[src/rtl/scr_arb_pkg.sv]
// Shared definitions for the screen RAM write arbiter.
//   SCR_ADDR_W / SCR_DATA_W / SCR_DEPTH : default geometry of the screen RAM
//   state_t  : arbiter FSM states (IDLE=0, CLEAR=1)
//   gnt_id_t : writer identifiers; also the bit index into the one-hot grant
package scr_arb_pkg;

  localparam int unsigned SCR_ADDR_W = 13;
  localparam int unsigned SCR_DATA_W = 16;
  localparam int unsigned SCR_DEPTH  = 8192;

  typedef enum logic {
    ST_IDLE  = 1'b0,
    ST_CLEAR = 1'b1
  } state_t;

  typedef enum logic {
    GNT_A = 1'b0,
    GNT_B = 1'b1
  } gnt_id_t;

endpackage

[src/rtl/rr_arb2.sv]
// Two-way round-robin arbiter.
//   clk, rst_n : clock, asynchronous active-low reset
//   req[1:0]   : requests, bit 0 = writer A, bit 1 = writer B
//   enable     : grants may be issued this cycle
//   update     : a grant issued this cycle is a real transfer; remember it
//   gnt[1:0]   : one-hot grant (combinational)
// last_grant resets to B so A wins the first contested cycle.
module rr_arb2
  import scr_arb_pkg::*;
(
  input  logic       clk,
  input  logic       rst_n,
  input  logic [1:0] req,
  input  logic       enable,
  input  logic       update,
  output logic [1:0] gnt
);

  gnt_id_t last_grant;

  always_comb begin
    gnt = '0;
    if (enable) begin
      unique case (req)
        2'b01:   gnt = 2'b01;
        2'b10:   gnt = 2'b10;
        2'b11:   gnt = (last_grant == GNT_B) ? 2'b01 : 2'b10;
        default: gnt = '0;
      endcase
    end
  end

  always_ff @(posedge clk or negedge rst_n) begin
    if (!rst_n) begin
      last_grant <= GNT_B;
    end else if (update && (gnt != 2'b00)) begin
      last_grant <= gnt[1] ? GNT_B : GNT_A;
    end
  end

endmodule

[src/rtl/screen_wr_arbiter.sv]
// Owner of the screen2 RAM write port. Two writers (A: life engine,
// B: host loader) share it round-robin; a clear sequencer can fill the
// whole screen with one word. One registered write per cycle, latency 1.
//   pixel_clock, reset_n          : clock, asynchronous active-low reset
//   a_valid/a_addr/a_data/a_ready : writer A handshake (ready combinational)
//   b_valid/b_addr/b_data/b_ready : writer B handshake (ready combinational)
//   clr_start, clr_value          : start full-screen fill with clr_value
//   clr_busy                      : clear sequencer running
//   vblank                        : vertical blanking indicator
//   wren, wraddress, wrdata       : registered screen RAM write port
// Build option: define SCR_VBLANK_GATE_EN to allow writes (arbitrated and
// clear) only while vblank=1; otherwise vblank is ignored.
module screen_wr_arbiter
  import scr_arb_pkg::*;
#(
  parameter int unsigned ADDR_W = SCR_ADDR_W,
  parameter int unsigned DATA_W = SCR_DATA_W,
  parameter int unsigned DEPTH  = SCR_DEPTH
)(
  input  logic              pixel_clock,
  input  logic              reset_n,
  input  logic              a_valid,
  input  logic [ADDR_W-1:0] a_addr,
  input  logic [DATA_W-1:0] a_data,
  output logic              a_ready,
  input  logic              b_valid,
  input  logic [ADDR_W-1:0] b_addr,
  input  logic [DATA_W-1:0] b_data,
  output logic              b_ready,
  input  logic              clr_start,
  input  logic [DATA_W-1:0] clr_value,
  output logic              clr_busy,
  input  logic              vblank,
  output logic              wren,
  output logic [ADDR_W-1:0] wraddress,
  output logic [DATA_W-1:0] wrdata
);

  // Counter is one bit wider than the address so DEPTH = 2**ADDR_W ends
  // on a compare rather than wrapping back to zero.
  localparam logic [ADDR_W:0] CLR_LAST = (ADDR_W+1)'(DEPTH - 1);

  state_t            state;
  logic [ADDR_W:0]   clr_cnt;
  logic [DATA_W-1:0] clr_val;
  logic              allow;
  logic              arb_en;
  logic [1:0]        gnt;

`ifdef SCR_VBLANK_GATE_EN
  assign allow = vblank;
`else
  logic unused_vblank;
  assign unused_vblank = vblank;
  assign allow = 1'b1;
`endif

  // A clear request in IDLE takes priority over both writers.
  assign arb_en = (state == ST_IDLE) && !clr_start && allow;

  rr_arb2 u_rr (
    .clk    (pixel_clock),
    .rst_n  (reset_n),
    .req    ({b_valid, a_valid}),
    .enable (arb_en),
    .update (1'b1),
    .gnt    (gnt)
  );

  assign a_ready = gnt[GNT_A];
  assign b_ready = gnt[GNT_B];

  always_ff @(posedge pixel_clock or negedge reset_n) begin
    if (!reset_n) begin
      state     <= ST_IDLE;
      clr_cnt   <= '0;
      clr_val   <= '0;
      clr_busy  <= 1'b0;
      wren      <= 1'b0;
      wraddress <= '0;
      wrdata    <= '0;
    end else begin
      wren <= 1'b0;
      unique case (state)
        ST_IDLE: begin
          if (clr_start) begin
            state    <= ST_CLEAR;
            clr_busy <= 1'b1;
            clr_val  <= clr_value;
            clr_cnt  <= '0;
          end else if (gnt[GNT_A]) begin
            wren      <= 1'b1;
            wraddress <= a_addr;
            wrdata    <= a_data;
          end else if (gnt[GNT_B]) begin
            wren      <= 1'b1;
            wraddress <= b_addr;
            wrdata    <= b_data;
          end
        end
        ST_CLEAR: begin
          if (allow) begin
            wren      <= 1'b1;
            wraddress <= clr_cnt[ADDR_W-1:0];
            wrdata    <= clr_val;
            clr_cnt   <= clr_cnt + 1'b1;
            if (clr_cnt == CLR_LAST) begin
              state    <= ST_IDLE;
              clr_busy <= 1'b0;
            end
          end
        end
        default: state <= ST_IDLE;
      endcase
    end
  end

endmodule

[config.mk]
export PLATFORM = sky130hd
export DESIGN_NAME = screen_wr_arbiter
export DESIGN_NICKNAME = d
export VERILOG_FILES = /design/src/rtl/scr_arb_pkg.sv /design/src/rtl/rr_arb2.sv /design/src/rtl/screen_wr_arbiter.sv
export SDC_FILE = /design/constraint.sdc
export NUM_CORES = 1
export LEC_CHECK = 0
export CAP_MARGIN = 20
export CORE_UTILIZATION = 40
export DETAILED_ROUTE_END_ITERATION = 16
export PLACE_DENSITY = 0.82
export SLEW_MARGIN = 15
export SYNTH_ARGS = -nofsm -noshare
export SYNTH_HDL_FRONTEND = slang
export SYNTH_SLANG_ARGS = --single-unit
[constraint.sdc]
create_clock -name pixel_clock -period 1.9 [get_ports pixel_clock]
set_clock_uncertainty 0.15 [all_clocks]
set_input_delay 0.19 -clock pixel_clock [delete_from_list [all_inputs] [get_ports pixel_clock]]
set_output_delay 0.19 -clock pixel_clock [all_outputs]
set_load 0.02 [all_outputs]
# After elaboration in Yosys (flattened, before gate mapping)
# Index checks and enable logic that the tools add are counted.
# op_classes
shift	0
n_eq_ne	8
muxes	23
div_mod_pow	0
mul	0
n_reduce_logical	6
addsub	1
magnitude_cmp	0
bitwise_logic	1
# op_table
operator	n
two-way mux 16 bit	3
two-way mux 13 bit	3
one-hot mux 16 bit (2 select lines)	1
one-hot mux 14 bit (2 select lines)	1
one-hot mux 13 bit (2 select lines)	1
adder 14 x 1 -> 14 bit, second input constant	1
== test 14 x 13 -> 1 bit, second input constant	1
two-way mux 14 bit	1
two-way mux 1 bit	7
one-hot mux 1 bit (2 select lines)	3
one-hot mux 2 bit (3 select lines)	1
AND reduction 2 bit	3
== test 2 bit, second input constant	2
two-way mux 2 bit	2
inequality test 2 bit, second input constant	2
inequality test 3 x 1 -> 1 bit, second input constant	1
== test 2 x 1 -> 1 bit, second input constant	1
inequality test 2 x 1 -> 1 bit, second input constant	1
nonzero test 2 bit	1
logical AND 1 bit	1
zero test 1 bit	1
inverter 1 bit	1
# word_totals
latchBits	0
ramBits	0
word_cells	47
ff_bits	63
romBits	0
inputBits	80
memories	0

# Longest topological paths before layout
# Gate-level depths: netlist of run 1.
# depth
depth_word	7
ltp_mapped	6
ltp_nobuf	4

# Hierarchy
# A second synthesis of run 1 with hierarchy kept.
# hier_totals
hier_cells	314
area_unflattened_um2	3211.8
# by_module_without_submodules
module	cells_each	n_inst	area_each_um2	seq_area_each_um2
screen_wr_arbiter	306	1	3149.3	1551.5
rr_arb2	8	1	62.6	26.3

# Least setup slack after synthesis of run 1
# OpenSTA, ideal clock, no wires.
# synth_timing
kind	register -> output
from	reg state
to	out a_ready
arrival_time_ns	1.389
stages_incl_launch_ff	5
slack_ns	0.171
t_required_ns	1.560
cell_sequence	dfrtp_1 > buf_2 > or2_1 > buf_2 > nor3_1
# synth_between
elab_chain_cells	3
# synth_lines
item	line_no	text
from (decl)	screen_wr_arbiter.sv:43	state_t state;
from (signal assigned)	screen_wr_arbiter.sv:75	state <= ST_IDLE;
from (signal assigned)	screen_wr_arbiter.sv:87	state <= ST_CLEAR;
from (signal assigned)	screen_wr_arbiter.sv:108	state <= ST_IDLE;
inverter 1 bit	--	
logical AND 1 bit	screen_wr_arbiter.sv:59	assign arb_en = (state == ST_IDLE) && !clr_start && allow;
two-way mux 2 bit	rr_arb2.sv:23	if (enable) begin
to (decl)	screen_wr_arbiter.sv:25	output logic a_ready,
# No other way between the ends.

# Worst setup path after layout of run 1
# layout_timing
from	reg u_rr.last_grant
to	out a_ready
# layout_between
elab_chain_cells	3
# layout_lines
item	line_no	text
from (decl)	rr_arb2.sv:19	gnt_id_t last_grant;
from (signal assigned)	rr_arb2.sv:37	last_grant <= gnt[1] ? GNT_B : GNT_A;
two-way mux 2 bit	rr_arb2.sv:27	2'b11: gnt = (last_grant == GNT_B) ? 2'b01 : 2'b10;
one-hot mux 2 bit (3 select lines)	rr_arb2.sv:24	unique case (req)
two-way mux 2 bit	rr_arb2.sv:23	
# No other way between the ends.

==> results of run 1 <==
-- worst min path at each step --
| stage | end | slack [ns] | cells past startpoint |
|---|---|---|---|
| final | clr_cnt[7]$_DFFE_PN0N_ | 0.21 | 2 |
| after global routing | clr_val[14]$_DFFE_PN0P_ | 0.22 | 3 |
| after CTS | clr_val[4]$_DFFE_PN0P_ | 0.21 | 3 |
| after detailed placement | clr_cnt[7]$_DFFE_PN0N_ | 0.04 | 1 |
| after global placement | clr_cnt[7]$_DFFE_PN0N_ | 0.02 | 1 |
| after floorplan | clr_busy$_DFFE_PN0P_ | -0.26 | 0 |
-- routing by layer --
layer	GRT usage	vias up
li1	-	1534
met1	0.3000	1587
met2	0.4031	122
met3	0.04516	24
met4	0.1159	0
met5	0	-
-- logic make-up (layout without fill, tap and decap cells) --
group	count (synthesis)	after routing	synth area share
XOR/XNOR	3	3	0.008029
flip-flops	63	63	0.4820
multiplexers	4	4	0.01223
adder cells (fa/ha/maj)	1	1	0.003822
buffers and inverters	37	151	0.05887
AO/OA/AOI/OAI	106	106	0.2022
AND/OR/NAND/NOR	147	147	0.2328
-- state kept, by name, indices dropped and copies added (netlist names) --
name / count
u_rr.last_grant: 1
state: 1
wren: 1
wrdata: 16
clr_val: 16
clr_busy: 1
wraddress: 13
clr_cnt: 14
-- timing repair --
item                                    4_1_cts  5_1_grt
gates resized for setup                       8        1
buffers inserted                              0        0
endpoints found under the hold margin        17        0
hold buffers                                  1        0
endpoints found under the setup margin        2        1
-- synthesized netlist by cell type --
library cell               count  area, µm²
sky130_fd_sc_hd__a21o_1        1      7.510
sky130_fd_sc_hd__a21oi_1       2      10.01
sky130_fd_sc_hd__a22o_1        1      8.760
sky130_fd_sc_hd__a311oi_1      1      8.760
sky130_fd_sc_hd__a31oi_1      29      181.4
sky130_fd_sc_hd__and2b_1       1      7.510
sky130_fd_sc_hd__buf_2        16      80.08
sky130_fd_sc_hd__buf_4         3      22.52
sky130_fd_sc_hd__buf_6         3      33.78
sky130_fd_sc_hd__clkbuf_1     13      48.80
sky130_fd_sc_hd__dfrtp_1      62       1551
sky130_fd_sc_hd__dfstp_2       1      26.28
sky130_fd_sc_hd__ha_1          1      12.51
sky130_fd_sc_hd__inv_2         2      7.510
sky130_fd_sc_hd__mux2i_1       4      40.04
sky130_fd_sc_hd__nand2_1      60      225.2
sky130_fd_sc_hd__nand2b_1      4      25.02
sky130_fd_sc_hd__nand3_1      27      135.1
sky130_fd_sc_hd__nand4_1      10      62.56
sky130_fd_sc_hd__nand4_4       1      21.27
sky130_fd_sc_hd__nor2_1        4      15.01
sky130_fd_sc_hd__nor2_2        2      12.51
sky130_fd_sc_hd__nor2_8        1      20.02
sky130_fd_sc_hd__nor2b_1       1      6.260
sky130_fd_sc_hd__nor3_1       10      50.05
sky130_fd_sc_hd__nor4_2        3      37.54
sky130_fd_sc_hd__o211ai_1      9      67.56
sky130_fd_sc_hd__o21ai_0       5      25.02
sky130_fd_sc_hd__o21ai_1      22      110.1
sky130_fd_sc_hd__o21ba_2       1      10.01
sky130_fd_sc_hd__o22ai_1      28      175.2
sky130_fd_sc_hd__o311ai_1      2      17.52
sky130_fd_sc_hd__o31ai_1       3      22.52
sky130_fd_sc_hd__o41ai_1       2      17.52
sky130_fd_sc_hd__or2_1         1      6.260
sky130_fd_sc_hd__or2_2        22      137.6
sky130_fd_sc_hd__xnor2_1       1      8.760
sky130_fd_sc_hd__xor2_1        2      17.52
-- final cells by class --
class / count / area (µm²) / area share
Tap cell: 102 / 127.6 / 0.02703
Clock buffer: 12 / 165.2 / 0.03498
Clock inverter: 1 / 5.005 / 0.001060
Multi-Input combinational cell: 261 / 1503 / 0.3182
Sequential cell: 63 / 1578 / 0.3341
Inverter: 2 / 7.507 / 0.001590
Timing Repair Buffer: 136 / 1336 / 0.2830
-- power by group --
| part | switching [W] | internal, W | total [W] |
|---|---|---|---|
| sequential | 0.000324 | 0.00165 | 0.00197 |
| combinational | 0.000679 | 0.000716 | 0.00140 |
| clock | 0.000477 | 0.000556 | 0.00103 |
-- critical path, stage by stage (launching register included) --
cell and delay, ns:
sky130_fd_sc_hd__dfstp_2 0.53, sky130_fd_sc_hd__and2b_1 0.19, sky130_fd_sc_hd__nor3_1 0.20, sky130_fd_sc_hd__buf_2 0.21
-- through the flow --
| stage | hold slack (ns) | util | setup slack, ns |
|---|---|---|---|
| 2_1_floorplan | -0.2556 | - | 0.1705 |
| 4_1_cts | 0.2131 | 0.6056 | 0.02509 |
| 5_1_grt | 0.2212 | 0.6048 | 0.05062 |
| 3_3_place_gp | 0.02051 | 0.5830 | -0.2568 |
| 3_5_place_dp | 0.04078 | 0.5830 | -0.2468 |
| 6_report | 0.2116 | 0.6048 | 0.09650 |
==> metrics.txt, run 1 <==
antenna violations before repair=0; Worst IR Drop VDD=0.3507 mV; result of the run=complete, no violations; Die Ht=92.46 µm; port bufs=111; area added between synthesis and finish=44.27%; final critical-path share of the clock period=0.9492; clock tree root driver cell=sky130_fd_sc_hd__clkbuf_8; placed instance count=563; Antenna Violating Nets Remaining=0; Initial Utilization=0.4192; detailed-route via count=3267; setup repair after global routing missed its margin=no; Synth Net Count=442; pin count of the biggest net entering global routing=40; number of global-route vias before repair=3330; number of I/O pins=113; overall power=0.004403 W; die boundary width=92.46 µm; Filler Cell Count=666; total count of max-transition violations in the final report=0; Final Hold Violating Endpoints=0; row count=32; worst slew margin relative to its limit=0.6530; TritonCTS clock tree=built; worst-path maximum fanout=2; drt first pass iters=4; total inserted antenna cells=0; R2R cell count=4; CP Capture Type=output pin; wire length of the first global-routing pass=16040 µm; routability cong.=0.8066; Critical Path Source Type=register; H-tree levels=3; post-synthesis area per instance=9.067 µm²; residual overflow from global routing=0; critical path arrival=1.46 ns; leak pwr=1.860 nW; met1 routed wirelength after detailed routing=4019 µm; clk_lat worst skew=0.34 ns; final count of negative-setup-slack endpoints=0; clock transition at the registers of the reported paths=0.06 ns; post-synth design cell area=3273 µm²; most frequent standard cell in the layout excluding fill and tap cells=sky130_fd_sc_hd__clkdlybuf4s50_1; GRT Util Overall=0.2413; die outline area=8549 µm²; PwrDens=932.4 nW/µm²; number of instances in the synthesized netlist=361; Remaining DRCs=0; register bit total from synthesis=63; met2 wirelength from detailed routing=4889 µm; library cells used by synthesis=38; Detailed Place HPWL=6885 µm; Max Clk Rate=0.5545 GHz; average routed wire per standard cell=16.85 µm; origin of the critical flop-to-flop path=state$_DFF_PN0_; end of the worst register-to-register path=clr_cnt[13]$_DFFE_PN0N_; Vias per Instance=5.662; sink count of the clock tree=63; Critical Path Start=u_rr.last_grant$_DFFE_PN1P_; data required time at the worst endpoint=1.56 ns; fraction of final layout cells with drive strength greater than 1=0.1537; Yosys Warn Count=0; Core Region=7807 µm²; HP Class=input pin to asynchronous set/reset pin; final non-filler cell total=577; Min Clock Period, post-route=1.804 ns; max-capacitance violation count=0; highest-count cells in the layout ignoring fill and taps=sky130_fd_sc_hd__clkdlybuf4s50_1, sky130_fd_sc_hd__dfrtp_1, sky130_fd_sc_hd__nand2_1; Sum Neg Setup Slack=0 ns; Iteration-0 DRC Markers=237; highest metal used=met4; post-layout net count=554; portion of the post-synthesis area used by sequential elements=0.4820; endpoint of the worst setup timing path=a_ready; Max Buffers Root-to-Sink=2; Area after DPL=4552 µm²; wirelength, routed=9722 µm; slack of the worst reg-to-reg path=0.15 ns; transition time of the tightest slew-check pin=0.5205 ns; sum of met3 wire segment lengths after detailed routing=570 µm; Non-Filler Cell Area, Final=4722 µm²; critical path start-end classification=register to output pin; clock buffers created by TritonCTS=9
Power figures use the tool's default switching activity.
==> inputs of run 2 (changes only) <==
--- a/config.mk
+++ b/config.mk
@@ -6,6 +6,7 @@
 export NUM_CORES = 1
 export LEC_CHECK = 0
 export CAP_MARGIN = 20
+export CORE_MARGIN = 4
 export CORE_UTILIZATION = 40
 export DETAILED_ROUTE_END_ITERATION = 16
 export PLACE_DENSITY = 0.82
==> run 2 against run 1 <==
Effect of this change:
- largest cell class unchanged
- sequential share of layout area is 0.18 points lower
- sequential power is essentially flat
- non-clock buffer count did not move
- global-route usage fell by 2.8 points
- highest routed layer unchanged
- utilization hardly changed
- wire length is 2.4% higher
- sequential cell count is the same
- fmax shrank 0.12%
- critical path depth up 2
- cell area increased by 0.56%
==> metrics.txt, run 2 (same netlist as run 1, synthesis figures left out) <==
internal power=0.003028 W; Worst IR Drop VDD=0.5428 mV; Min Clock Period, post-route=1.806 ns; highest-count cells in the layout ignoring fill and taps=sky130_fd_sc_hd__clkdlybuf4s50_1, sky130_fd_sc_hd__dfrtp_1, sky130_fd_sc_hd__nand2_1; CP Capture Type=output pin; overall power=0.004559 W; die outline area=9694 µm²; setup bufs post-CTS=0; HP Class=input pin to asynchronous set/reset pin; CP max stage cell=sky130_fd_sc_hd__dfrtp_1; antenna violations before repair=0; clk_lat worst skew=0.34 ns; number of I/O pins=113; Max Clk Rate=0.5538 GHz; switching component of the power=0.001531 W; post-layout net count=554; residual overflow from global routing=0; clock buffers created by TritonCTS=9; critical path start-end classification=register to output pin; switching fraction of total power=0.3358; Final Hold Violating Endpoints=0; part of the total power dissipated in the clock network=0.259; leak pwr=1.875 nW; TritonCTS clock tree=built; total count of max-transition violations in the final report=0; worst hold slack=0.06330 ns; area added between synthesis and finish=45.07%; Vias per Instance=5.639; average routed wire per standard cell=17.19 µm; PwrDens=960.2 nW/µm²; max-capacitance violation count=0; Critical Path Start=state$_DFF_PN0_; Detailed Place HPWL=7180 µm; final count of negative-setup-slack endpoints=0; critical path's largest stage delay=0.41 ns; top flop regs=clr_val: 16 flops, wrdata: 16 flops, clr_cnt: 14 flops; pin count of the biggest net entering global routing=41; Critical Path Source Type=register; total inserted antenna cells=0; worst slew margin relative to its limit=0.6934; sequential group share of total power=0.433; Remaining DRCs=0; drt first pass iters=5; Die Ht=98.46 µm; GRT Util Overall=0.2133; sink count of the clock tree=63; Max Buffers Root-to-Sink=2; detailed-route via count=3265; most frequent standard cell in the layout excluding fill and tap cells=sky130_fd_sc_hd__clkdlybuf4s50_1; setup repair after global routing missed its margin=no; final non-filler cell total=579; data required time at the worst endpoint=1.56 ns; clock tree root driver cell=sky130_fd_sc_hd__clkbuf_8; number of global-route vias before repair=3509; Iteration-0 DRC Markers=219; part of the total power dissipated in combinational logic=0.308; worst-path maximum fanout=11; row count=32; final critical-path share of the clock period=0.9503; fraction of final layout cells with drive strength greater than 1=0.1572; placed instance count=563; Antenna Violating Nets Remaining=0; wirelength, routed=9952 µm; slack of the worst reg-to-reg path=0.15 ns; port bufs=111; R2R cell count=4; routability cong.=0.8456; die boundary width=98.46 µm; wire length of the first global-routing pass=16780 µm; cells traversed along the worst timing path=buf_4, nor2_2, nand2_1, a21oi_1, buf_2; transition time of the tightest slew-check pin=0.4595 ns; critical path arrival=1.47 ns; Initial Utilization=0.4171; Core Region=7848 µm²; origin of the critical flop-to-flop path=state$_DFF_PN0_; clock transition at the registers of the reported paths=0.07 ns; result of the run=complete, no violations; H-tree levels=3; end of the worst register-to-register path=clr_cnt[13]$_DFFE_PN0N_
run 2: area by class of cell:
| type | instances | area [µm²] |
|---|---|---|
| fill | 662 | 3099 |
| tap | 102 | 127.6 |
| inverter | 2 | 7.507 |
| clock inverter | 4 | 45.04 |
| timing repair buffer | 136 | 1336 |
| multi-input combinational | 261 | 1503 |
| sequential | 63 | 1578 |
| clock buffer | 11 | 151.4 |
run 2: per-stage QoR:
step	utilization	setup slack (ns)	cell area (µm²)	setup TNS, ns
6_report	0.6051	0.09437	4748	0
5_1_grt	0.6051	0.01227	4748	0
4_1_cts	0.6051	0.08268	4748	0
3_5_place_dp	0.5800	-0.2610	4552	-1.065
3_3_place_gp	0.5800	-0.2906	4552	-0.5771
2_1_floorplan	-	0.1705	3273	0
run 2: per-layer routing:
metal  vias up  part of all wire  global-route usage
met5         -                 0                   0
met4         0             0.016             0.08508
met3        17             0.067             0.05379
met2       115              0.51              0.3645
met1      1590              0.41              0.2577
li1       1543                 -                   -
run 2: timing repair:
action	CTS	global route
setup endpoints to repair	2	0
hold buffers	1	0
gates resized for setup	9	0
hold endpoints to repair	63	0
run 2: worst max path at each step:
stage	cells past startpoint	end	slack (ns)
after floorplan	4	a_ready	0.17
after global placement	4	a_ready	-0.29
after detailed placement	4	a_ready	-0.26
after CTS	5	b_ready	0.08
after global routing	3	a_ready	0.01
final	5	b_ready	0.09
run 2: worst max-delay path: cells and delay by family, from the launching register on:
kind                   cells  cell delay (ns)
DFF                        1             0.41
buffers and inverters      2             0.39
and+or+nand+nor            2             0.18
AOI/OAI and AO/OA          1             0.16
run 2: power by group through the flow:
stage / logic [W] / registers, W / clock network [W]
2_1_floorplan: 0.000617 / 0.00207 / 0
3_3_place_gp: 0.00137 / 0.00197 / 0
3_5_place_dp: 0.00141 / 0.00199 / 0
4_1_cts: 0.00142 / 0.00197 / 0.00120
5_1_grt: 0.00153 / 0.00201 / 0.00126
6_report: 0.00141 / 0.00197 / 0.00118
==> inputs of run 3 (changes only) <==
--- a/config.mk
+++ b/config.mk
@@ -9,8 +9,9 @@
 export CORE_MARGIN = 4
 export CORE_UTILIZATION = 40
 export DETAILED_ROUTE_END_ITERATION = 16
+export GPL_TIMING_DRIVEN = 0
 export PLACE_DENSITY = 0.82
-export SLEW_MARGIN = 15
 export SYNTH_ARGS = -nofsm -noshare
 export SYNTH_HDL_FRONTEND = slang
+export SYNTH_HIERARCHICAL = 1
 export SYNTH_SLANG_ARGS = --single-unit
==> run 3 against run 2 <==
Effect of this change:
- the run now ends with negative setup slack left
- clock power rose by 12%
- global-route usage fell by 1.1 points
- wire length down 3.9%
- synthesized area shrank 1.9%
- cell area is 9.1% higher
- final cell count is 3.8% lower
- fmax is 16% lower
- worst hold slack improved by 0.12 ns
- sequential cell count unchanged
==> metrics.txt, run 3 <==
number of flops mapped to enable cells by yosys=0; GRT Util Overall=0.2025; CP dominant cell by count=sky130_fd_sc_hd__mux2_4; number of global-route vias before repair=3054; clk_lat worst skew=0.34 ns; die boundary width=97.61 µm; clock transition at the registers of the reported paths=0.07 ns; result of the run=complete, but fails checks; end of the worst register-to-register path=wraddress[0]$_DFFE_PN0P_; total inserted antenna cells=0; cells traversed along the worst timing path=buf_8, nor2_4, nand2_2, a21oi_4, buf_12, mux2_4, mux2_4, mux2_4; routability cong.=0.8611; post-synthesis compound-gate area fraction=0.08726; most numerous cell in the Yosys netlist=sky130_fd_sc_hd__nand2_1; post-synthesis share of cell area spent on and, or, nand and nor gates=0.1511; H-tree levels=3; worst-path maximum fanout=3; number of instances in the synthesized netlist=314; detailed-route via count=2845; dominant combinational cell family by area after synthesis=multiplexers; sequential group share of total power=0.407; Non-Filler Cell Area, Final=5179 µm²; part of the total power dissipated in the clock network=0.276; total count of max-transition violations in the final report=0; library cells used by synthesis=37; number of cells on the worst hold path=2; number of I/O pins=113; critical path arrival=2.23 ns; Critical Path Start=state$_DFF_PN0_; area added between synthesis and finish=61.24%; origin of the critical flop-to-flop path=state$_DFF_PN0_; CP Capture Type=register; leak pwr=2.281 nW; Die Ht=97.61 µm; Iteration-0 DRC Markers=101; final critical-path share of the clock period=1.134; Yosys Warn Count=6; clock tree root driver cell=sky130_fd_sc_hd__clkbuf_8; top flop regs=clr_val: 16 flops, wrdata: 16 flops, clr_cnt: 14 flops; Final Hold Violating Endpoints=0; Critical Path Source Type=register; multiplexer fraction of the synthesized cell area=0.2119; Remaining DRCs=0; sink count of the clock tree=63; Min Clock Period, post-route=2.154 ns; library cell with the largest summed area after synthesis=sky130_fd_sc_hd__dfrtp_1; Filler Cell Count=605; post-synth design cell area=3212 µm²; transition time of the tightest slew-check pin=0.7241 ns; highest-count cells in the layout ignoring fill and taps=sky130_fd_sc_hd__clkdlybuf4s50_1, sky130_fd_sc_hd__nand2_1, sky130_fd_sc_hd__dfrtp_1; critical path start-end classification=register to register; wire length of the first global-routing pass=15570 µm; Area after DPL=4542 µm²; HP Class=input pin to register; TritonCTS clock tree=built; post-layout net count=531; PwrDens=927.2 nW/µm²; data required time at the worst endpoint=1.98 ns; setup ws final=-0.2540 ns; average routed wire per standard cell=17.16 µm; Adder-Cell Fraction of Synth Area=0.003896; part of the total power dissipated in combinational logic=0.317; most common flop cell mapped by yosys=sky130_fd_sc_hd__dfrtp_1; endpoint of the worst setup timing path=wraddress[0]$_DFFE_PN0P_; fraction of final layout cells with drive strength greater than 1=0.2132; critical path's largest stage delay=0.42 ns; worst hold slack=0.1866 ns; die outline area=9527 µm²; max-capacitance violation count=0; Max Buffers Root-to-Sink=2; CP max stage cell=sky130_fd_sc_hd__dfrtp_1; xor/xnor cell area share of the yosys netlist=0.008181; antenna violations before repair=0; Antenna Violating Nets Remaining=0; top cells by count, synth=sky130_fd_sc_hd__nand2_1, sky130_fd_sc_hd__dfrtp_1, sky130_fd_sc_hd__mux2i_1, sky130_fd_sc_hd__mux2_2, sky130_fd_sc_hd__o21ai_1; setup repair after global routing missed its margin=yes; slack of the worst reg-to-reg path=-0.25 ns; register bit total from synthesis=63; port bufs=111; portion of the post-synthesis area used by sequential elements=0.4912; post-synthesis area per instance=10.23 µm²; pin count of the biggest net entering global routing=34; Detailed Place HPWL=6319 µm; switching component of the power=0.001490 W; Sum Neg Setup Slack=-6.170 ns; worst slew margin relative to its limit=0.5173; R2R cell count=8; drt first pass iters=5; Core Region=7767 µm²; Vias per Instance=5.108; Worst IR Drop VDD=0.5106 mV; wirelength, routed=9560 µm; clock buffers created by TritonCTS=9; biggest area contributors in the synthesized netlist=sky130_fd_sc_hd__dfrtp_1, sky130_fd_sc_hd__nand2_1, sky130_fd_sc_hd__mux2i_1, sky130_fd_sc_hd__mux2_2, sky130_fd_sc_hd__mux2_1; overall power=0.004802 W; Max Clk Rate=0.4642 GHz; most frequent standard cell in the layout excluding fill and tap cells=sky130_fd_sc_hd__clkdlybuf4s50_1; Initial Utilization=0.4135; share of flip-flops with an asynchronous set or reset after synthesis=1.000; internal power=0.003312 W; final count of negative-setup-slack endpoints=30; row count=32; switching fraction of total power=0.3103; violated checks=negative setup slack; residual overflow from global routing=0; Yosys top cell area share=0.4831
-- run 3: what timing repair did --
item | in CTS | in global routing
endpoints found under the setup margin | 32 | 31
gates cloned | 5 | 0
setup buffers | 7 | 1
gates resized for setup | 54 | 23
hold buffers | 1 | 0
pin swaps | 3 | 3
hold endpoints to repair | 30 | 0
-- run 3: critical path: cells and delay by family (launching register included) --
family / cells / cell delay, ns
and+or+nand+nor: 2 / 0.19
AOI/OAI and AO/OA: 1 / 0.19
DFF: 1 / 0.42
buffers and inverters: 2 / 0.28
muxes: 3 / 0.81
-- run 3: power groups by stage --
| stage | clock (W) | combinational [W] | sequential, W |
|---|---|---|---|
| after floorplan | 0 | 0.000604 | 0.00209 |
| after global placement | 0 | 0.00137 | 0.00193 |
| after detailed placement | 0 | 0.00141 | 0.00195 |
| after CTS | 0.00134 | 0.00146 | 0.00193 |
| after global routing | 0.00142 | 0.00166 | 0.00200 |
| final | 0.00132 | 0.00152 | 0.00195 |
-- run 3: through the flow --
stage / utilization / worst slack, ns / cells
2_1_floorplan: - / -0.2577 / 315
3_3_place_gp: 0.5828 / -1.515 / 528
3_5_place_dp: 0.5847 / -0.7467 / 529
4_1_cts: 0.6608 / -0.3099 / 558
5_1_grt: 0.6667 / -0.3001 / 557
6_report: 0.6667 / -0.2540 / 557
-- run 3: area by class of cell --
class | instances | area [µm²] | share of cell area
multi-input cells | 228 | 1724 | 0.3329
inverters | 4 | 15.01 | 0.002899
repair buffers | 125 | 1328 | 0.2563
clock inverters | 3 | 65.06 | 0.01256
clock buffers | 13 | 158.9 | 0.03068
well taps | 102 | 127.6 | 0.02464
plain buffers | 19 | 182.7 | 0.03527
flip-flops and latches | 63 | 1578 | 0.3047
-- run 3: cell families after synthesis --
logic type,count (synthesis)
other,1
DFF,63
AOI/OAI and AO/OA,47
adders and majority gates,1
and+or+nand+nor,111
muxes,64
buffers and inverters,24
xor gates and xnor gates,3
-- run 3: how the worst min path moves through the flow --
| stage | from | endpoint | slack [ns] |
|---|---|---|---|
| 6_report | clr_start | clr_cnt[1]$_DFFE_PN0N_ | 0.19 |
| 3_5_place_dp | reset_n | wraddress[6]$_DFFE_PN0P_ | 0.14 |
| 4_1_cts | clr_value[9] | clr_val[9]$_DFFE_PN0P_ | 0.21 |
| 3_3_place_gp | clr_val[5]$_DFFE_PN0P_ | clr_val[5]$_DFFE_PN0P_ | 0.31 |
| 5_1_grt | clr_value[7] | clr_val[7]$_DFFE_PN0P_ | 0.22 |
| 2_1_floorplan | reset_n | clr_busy$_DFFE_PN0P_ | -0.26 |
-- run 3: metal layers --
layer / vias to the layer above / GRT usage / share of wire
met5: - / 0 / 0
met4: 0 / 0.06070 / 0.0081
met3: 10 / 0.04810 / 0.060
met2: 106 / 0.3400 / 0.50
met1: 1368 / 0.2591 / 0.43
li1: 1361 / - / -
